[src/rtl/cpu_multicycle_if.sv]
// Program-load and observation bundle for cpu_multicycle.
// The master side loads and starts the core; the slave side is the core.
interface cpu_multicycle_if #(
    parameter int DATA_W = 32,
    parameter int PC_W   = 6
);
    logic              prog_we;
    logic [PC_W-1:0]   prog_addr;
    logic [31:0]       prog_data;
    logic              run;
    logic [PC_W-1:0]   pc;
    logic [DATA_W-1:0] alu_result;
    logic              NegativeFlag;
    logic              ZeroFlag;
    logic              halted;

    modport master (
        output prog_we, prog_addr, prog_data, run,
        input  pc, alu_result, NegativeFlag, ZeroFlag, halted
    );

    modport slave (
        input  prog_we, prog_addr, prog_data, run,
        output pc, alu_result, NegativeFlag, ZeroFlag, halted
    );
endinterface

[src/rtl/cpu_multicycle.sv]
// Multi-cycle core: FETCH/DECODE/EXEC state machine over a register file,
// ALU, conditional/unconditional jumps, halt and a program-load port.
module cpu_multicycle #(
    parameter int DATA_W   = 32,
    parameter int PM_DEPTH = 64,
    parameter int NREGS    = 8
) (
    input logic             clk,
    input logic             reset,
    cpu_multicycle_if.slave bus
);
    localparam int PC_W  = $clog2(PM_DEPTH);
    localparam int IDX_W = (NREGS > 1) ? $clog2(NREGS) : 1;

    localparam logic [3:0] OP_ADD  = 4'h0;
    localparam logic [3:0] OP_SUB  = 4'h1;
    localparam logic [3:0] OP_AND  = 4'h2;
    localparam logic [3:0] OP_OR   = 4'h3;
    localparam logic [3:0] OP_XOR  = 4'h4;
    localparam logic [3:0] OP_ADDI = 4'h5;
    localparam logic [3:0] OP_LI   = 4'h6;
    localparam logic [3:0] OP_NOP  = 4'h7;
    localparam logic [3:0] OP_HALT = 4'hD;
    localparam logic [3:0] OP_BZ   = 4'hE;
    localparam logic [3:0] OP_JMP  = 4'hF;

    typedef enum logic [2:0] {
        S_IDLE,
        S_FETCH,
        S_DECODE,
        S_EXEC,
        S_HALT
    } state_t;

    state_t state_q, state_d;

    logic [31:0]       pmem [PM_DEPTH];
    logic [DATA_W-1:0] rf   [NREGS];

    logic [PC_W-1:0]   pc_q;
    logic [DATA_W-1:0] alu_q;
    logic              neg_q;
    logic              zero_q;

    logic [3:0]        op_q;
    logic [IDX_W-1:0]  rd_q;
    logic [IDX_W-1:0]  rs_q;
    logic [15:0]       imm_q;
    logic [DATA_W-1:0] op_a;
    logic [DATA_W-1:0] op_b;

    logic signed [15:0] simm;
    logic [DATA_W-1:0]  sext;
    logic [DATA_W-1:0]  res;
    logic               wr_en;
    logic               take;
    logic               stopped;
    logic               load_en;

    assign stopped = (state_q == S_IDLE) || (state_q == S_HALT);
    assign load_en = bus.prog_we && stopped;
    assign simm    = imm_q;
    assign sext    = DATA_W'(simm);

    always_ff @(posedge clk or posedge reset) begin
        if (reset) state_q <= S_IDLE;
        else       state_q <= state_d;
    end

    always_comb begin
        state_d = state_q;
        unique case (state_q)
            S_IDLE, S_HALT: if (bus.run) state_d = S_FETCH;
            S_FETCH:        state_d = S_DECODE;
            S_DECODE:       state_d = S_EXEC;
            S_EXEC:         state_d = (op_q == OP_HALT) ? S_HALT : S_FETCH;
            default:        state_d = S_IDLE;
        endcase
    end

    always_comb begin
        res   = '0;
        wr_en = 1'b0;
        take  = 1'b0;
        unique case (op_q)
            OP_ADD:  begin res = op_a + op_b; wr_en = 1'b1; end
            OP_SUB:  begin res = op_a - op_b; wr_en = 1'b1; end
            OP_AND:  begin res = op_a & op_b; wr_en = 1'b1; end
            OP_OR:   begin res = op_a | op_b; wr_en = 1'b1; end
            OP_XOR:  begin res = op_a ^ op_b; wr_en = 1'b1; end
            OP_ADDI: begin res = op_b + sext; wr_en = 1'b1; end
            OP_LI:   begin res = sext;        wr_en = 1'b1; end
            OP_BZ:   take = zero_q;
            OP_JMP:  take = 1'b1;
            default: ;
        endcase
    end

    // Program memory is deliberately left out of reset.
    always_ff @(posedge clk) begin
        if (load_en) pmem[bus.prog_addr] <= bus.prog_data;
    end

    always_ff @(posedge clk or posedge reset) begin
        if (reset) begin
            pc_q   <= '0;
            alu_q  <= '0;
            neg_q  <= 1'b0;
            zero_q <= 1'b0;
            op_q   <= OP_NOP;
            rd_q   <= '0;
            rs_q   <= '0;
            imm_q  <= '0;
            op_a   <= '0;
            op_b   <= '0;
            for (int i = 0; i < NREGS; i++) rf[i] <= '0;
        end else begin
            unique case (state_q)
                S_IDLE, S_HALT: begin
                    if (bus.run) pc_q <= '0;
                end
                S_FETCH: begin
                    op_q  <= pmem[pc_q][31:28];
                    rd_q  <= pmem[pc_q][24 +: IDX_W];
                    rs_q  <= pmem[pc_q][20 +: IDX_W];
                    imm_q <= pmem[pc_q][15:0];
                end
                S_DECODE: begin
                    op_a <= rf[rd_q];
                    op_b <= rf[rs_q];
                end
                S_EXEC: begin
                    if (wr_en) begin
                        rf[rd_q] <= res;
                        alu_q    <= res;
                        neg_q    <= res[DATA_W-1];
                        zero_q   <= (res == '0);
                    end
                    if (take)                  pc_q <= imm_q[PC_W-1:0];
                    else if (op_q != OP_HALT)  pc_q <= pc_q + PC_W'(1);
                end
                default: ;
            endcase
        end
    end

    assign bus.pc           = pc_q;
    assign bus.alu_result   = alu_q;
    assign bus.NegativeFlag = neg_q;
    assign bus.ZeroFlag     = zero_q;
    assign bus.halted       = (state_q == S_HALT);
endmodule

[src/flat_wrapper.sv]
// flat-port wrapper written by rule: the top's interface ports become plain ports
module cpu_multicycle_flat 
#(
    parameter int DATA_W   = 32,
    parameter int PM_DEPTH = 64,
    parameter int NREGS    = 8
)
  (clk, reset, bus_prog_we, bus_prog_addr, bus_prog_data, bus_run, bus_pc, bus_alu_result, bus_NegativeFlag, bus_ZeroFlag, bus_halted);
  cpu_multicycle_if #(.DATA_W(DATA_W), .PC_W(6)) bus_i ();
  input logic clk;
  input logic reset;
  input wire logic [$bits(bus_i.prog_we)-1:0] bus_prog_we;
  input wire logic [$bits(bus_i.prog_addr)-1:0] bus_prog_addr;
  input wire logic [$bits(bus_i.prog_data)-1:0] bus_prog_data;
  input wire logic [$bits(bus_i.run)-1:0] bus_run;
  output wire logic [$bits(bus_i.pc)-1:0] bus_pc;
  output wire logic [$bits(bus_i.alu_result)-1:0] bus_alu_result;
  output wire logic [$bits(bus_i.NegativeFlag)-1:0] bus_NegativeFlag;
  output wire logic [$bits(bus_i.ZeroFlag)-1:0] bus_ZeroFlag;
  output wire logic [$bits(bus_i.halted)-1:0] bus_halted;
  assign bus_i.prog_we = bus_prog_we;
  assign bus_i.prog_addr = bus_prog_addr;
  assign bus_i.prog_data = bus_prog_data;
  assign bus_i.run = bus_run;
  assign bus_pc = bus_i.pc;
  assign bus_alu_result = bus_i.alu_result;
  assign bus_NegativeFlag = bus_i.NegativeFlag;
  assign bus_ZeroFlag = bus_i.ZeroFlag;
  assign bus_halted = bus_i.halted;
  cpu_multicycle #(.DATA_W(DATA_W), .PM_DEPTH(PM_DEPTH), .NREGS(NREGS)) u_core (.clk(clk), .reset(reset), .bus(bus_i));
endmodule
[config.mk]
export PLATFORM = sky130hd
export DESIGN_NAME = cpu_multicycle_flat
export DESIGN_NICKNAME = d
export VERILOG_FILES = /design/src/rtl/cpu_multicycle_if.sv /design/src/rtl/cpu_multicycle.sv /design/src/flat_wrapper.sv
export SDC_FILE = /design/constraint.sdc
export NUM_CORES = 2
export LEC_CHECK = 0
export CAP_MARGIN = 20
export CORE_ASPECT_RATIO = 0.7
export CORE_MARGIN = 2
export CORE_UTILIZATION = 29
export CTS_CLUSTER_SIZE = 10
export DETAILED_ROUTE_END_ITERATION = 6
export SYNTH_ARGS = -nofsm -noshare
export SYNTH_HDL_FRONTEND = slang
export SYNTH_SLANG_ARGS = --single-unit
[constraint.sdc]
create_clock -name clk -period 14.7 [get_ports clk]
set_clock_uncertainty 0.15 [all_clocks]
set_input_delay 1.47 -clock clk [delete_from_list [all_inputs] [get_ports clk]]
set_output_delay 1.47 -clock clk [all_outputs]
set_load 0.02 [all_outputs]
==> results.json <==
{
  "slew_violations": 0,
  "die_y_microns": 465,
  "pwr-share-seq": 0.358,
  "drive_above_1_share": 0.192,
  "clock_sinks": 2052,
  "swShare": 0.376,
  "hold_viol": 0,
  "cts_tree": "yes",
  "cp.required_ns": 15.30,
  "grt_use_total": 0.151,
  "synth_ff_type": "edfxtp_1",
  "cts_max_path_buffers": 4,
  "p_int_mw": 12.9,
  "min_path_type": "reg2reg",
  "crit_arrival_ns": 7.05,
  "grt_pass1_vias": 50025,
  "grt_pass1_wl_mm": 348,
  "syn_inst": 5555,
  "hold_ws_ns": 0.326,
  "p_leak_nw": 33.9,
  "antenna_found_initial": 18,
  "max-slew-margin-rel": 0.190,
  "fin_setup_tns_ns": 0,
  "status": "finished, final reports clean",
  "grt_max_degree": 124,
  "maxCapViolCount": 0,
  "mappedNetlistArea_sq_um": 88000,
  "synth.distinct_cells": 86,
  "setup_slack_ns": 8.26,
  "post_cts_buffers": 0,
  "post-route-util": 0.335,
  "critPathCaptureType": "flop",
  "power_mw": 20.7,
  "clkPwrFrac": 0.244,
  "initial_core_util": 0.291,
  "combPwrFrac": 0.397,
  "drt-total-wl_mm": 240,
  "placed_cell_area_sq_um": 94100,
  "power_density_nw_per_um2": 204,
  "synth_edf_count": 1664,
  "root_buffer": "clkbuf_16",
  "wl_per_cell_microns": 24.6,
  "cts_resized": 0,
  "synthesis.nets": 5731,
  "place_congestion": 0.889,
  "rows": 169,
  "cts_buffers": 234,
  "p_sw_mw": 7.76,
  "clk_pin_slew_worst_paths_ns": 0.06,
  "final_nets": 5864,
  "max_freq_mhz": 155,
  "yosysWarnings": 0,
  "drt-initial-drc-count": 5905,
  "via_per_inst": 5.23,
  "final_cell_area_sq_um": 101000,
  "clk_latency_ns": 0.93,
  "dr.pass1.iters": 5,
  "dp_hpwl_mm": 136,
  "finalCritPeriodShare": 0.438,
  "setup.worst_path.start_class": "flop",
  "ys_seq_elements": 2052,
  "cp_max_fo": 27,
  "num_io_pins": 83,
  "final-setup-viol-count": 0,
  "yosysSeqAreaShare": 0.678,
  "fp.dieW_microns": 662,
  "dp_cells": 9420,
  "fillers": 28790,
  "vias": 51063,
  "vdd_drop_max_mv": 0.138,
  "grt_overflow": 0,
  "post-place-ws_ns": 8.45,
  "synthArstFlopShare": 0.189,
  "area_growth_syn_to_layout_pct": 15.2,
  "drtAntennaViolNets": 0,
  "syn_avg_cell_area_sq_um": 15.8,
  "rsz0062_at_grt": "false",
  "worst-setup-path-type": "reg2reg",
  "dieArea_sq_um": 308000,
  "layout.cells.non_filler": 9766,
  "numPortBuffers": 76,
  "coreArea_sq_um": 302000,
  "cts_max_level": 4,
  "cts_hold_buf": 0,
  "tightest_slew_ns": 1.21,
  "drcViolationCount": 0,
  "post-route-min-period_ns": 6.44
}
-- cell usage after synthesis (all sizes together), types with 15 or more instances --
master	number	area (sq um)
xor2	15	131
o22ai	103	644
a21oi	425	2130
nor2b	20	125
mux2i	363	3630
edfxtp	1664	50000
nor2	281	1050
clkbuf	244	916
o21ai	277	1390
mux4	362	8150
nand3	28	140
nand2	362	1360
a211oi	110	831
nor3	19	121
ha	132	1650
o221ai	100	876
a21o	33	248
buf	109	482
mux2	166	1870
xnor2	34	298
inv	101	379
dfrtp	385	9630
-- metal layers --
layer / track usage / wire length (microns)
met1: 0.221 / 109000
met5: 0 / 23
met4: 0.0389 / 5900
met2: 0.228 / 106000
met3: 0.0316 / 19800
-- final timing paths --
kind	start	end	slack, ns	cells after the start
worst max-delay path	u_core.op_q[0]$_DFFE_PP1P_	u_core.bus.ZeroFlag$_DFFE_PP0P_	8.26	15
worst min register to register	u_core.bus.alu_result[11]$_DFFE_PP0P_	u_core.bus.alu_result[11]$_DFFE_PP0P_	0.33	2
max in group asynchronous	reset	u_core.bus.pc[3]$_DFFE_PP0P_	11.15	4
min in group asynchronous	reset	u_core.rf[9]$_DFFE_PP0P_	1.01	2
worst min-delay path	u_core.bus.alu_result[11]$_DFFE_PP0P_	u_core.bus.alu_result[11]$_DFFE_PP0P_	0.33	2
worst max register to register	u_core.op_q[0]$_DFFE_PP1P_	u_core.bus.ZeroFlag$_DFFE_PP0P_	8.26	15
-- state kept, by name, summed over array words and instances (netlist names) --
signal,count
u_core.rd_q,3
u_core.op_q,4
u_core.bus.NegativeFlag,1
u_core.rf,256
u_core.bus.pc,6
u_core.op_b,32
u_core.pmem,1664
u_core.state_q,3
u_core.bus.ZeroFlag,1
u_core.bus.alu_result,31
u_core.imm_q,16
u_core.rs_q,3
u_core.op_a,32
-- worst max-delay path: stages, from the launching register on --
cell and delay, ns:
dfstp_2 0.86, nor2b_1 0.47, nand2_1 0.35, buf_4 0.39, mux2_2 0.35, ha_1 0.32, a21oi_1 0.25, o21ai_0 0.21
a31oi_1 0.41, a21oi_1 0.23, o31a_1 0.41, a311oi_4 0.43, o31ai_1 0.15, a221oi_2 0.80, and4_1 0.36, a32o_1 0.17
-- layout make-up --
type                            count  area (sq um)  area share
Tap cell                         4018          5030      0.0496
Multi-Input combinational cell   3049         27100       0.268
Clock inverter                      8           114     0.00112
Sequential cell                  2052         59700       0.589
Timing Repair Buffer              250          2870      0.0283
Inverter                          101           387     0.00381
Antenna cell                        7          17.5    0.000173
Clock buffer                      281          6130      0.0604
-- power groups by stage --
stage / Sequential (mW) / Clock, mW / Combinational [mW]
floorplan: 7.21 / 0 / 5.59
global placement: 7.47 / 0 / 7.98
detailed placement: 7.50 / 0 / 8.07
CTS: 7.40 / 5.15 / 8.11
global route: 7.47 / 5.37 / 8.84
finish: 7.40 / 5.05 / 8.21
-- placed cells by master (no fill, tap or decap), types with 11 or more instances in the layout --
master	Yosys	final
a211oi_1	109	108
a21o_1	33	33
a21oi_1	423	423
and3_1	13	13
buf_12	0	35
buf_16	0	25
buf_2	55	27
buf_4	1	105
clkbuf_1	244	41
clkbuf_16	0	237
clkdlybuf4s50_1	0	50
dfrtp_1	385	373
edfxtp_1	1664	1664
ha_1	132	132
inv_1	101	100
mux2_2	165	165
mux2i_1	363	363
mux4_2	362	362
nand2_1	362	360
nand3_1	28	27
nand4_1	14	14
nor2_1	281	216
nor2_4	0	65
nor2b_1	20	20
nor3_1	15	12
nor4_1	12	11
o2111ai_1	11	11
o211ai_1	11	11
o21ai_0	267	267
o21bai_1	13	13
o221ai_1	100	100
o22ai_1	103	103
o31ai_1	12	12
xnor2_1	34	34
xor2_1	15	15
-- cells by family after synthesis --
kind of cell,count (synthesis),synth area share
flip-flops,2052,0.678
XOR/XNOR,49,0.00488
AND/OR/NAND/NOR,802,0.0391
buffers and inverters,454,0.0202
AO/OA/AOI/OAI,1173,0.0834
multiplexers,891,0.155
adder cells (fa/ha/maj),134,0.0192
No activity file was read; power rests on OpenSTA's default activity.
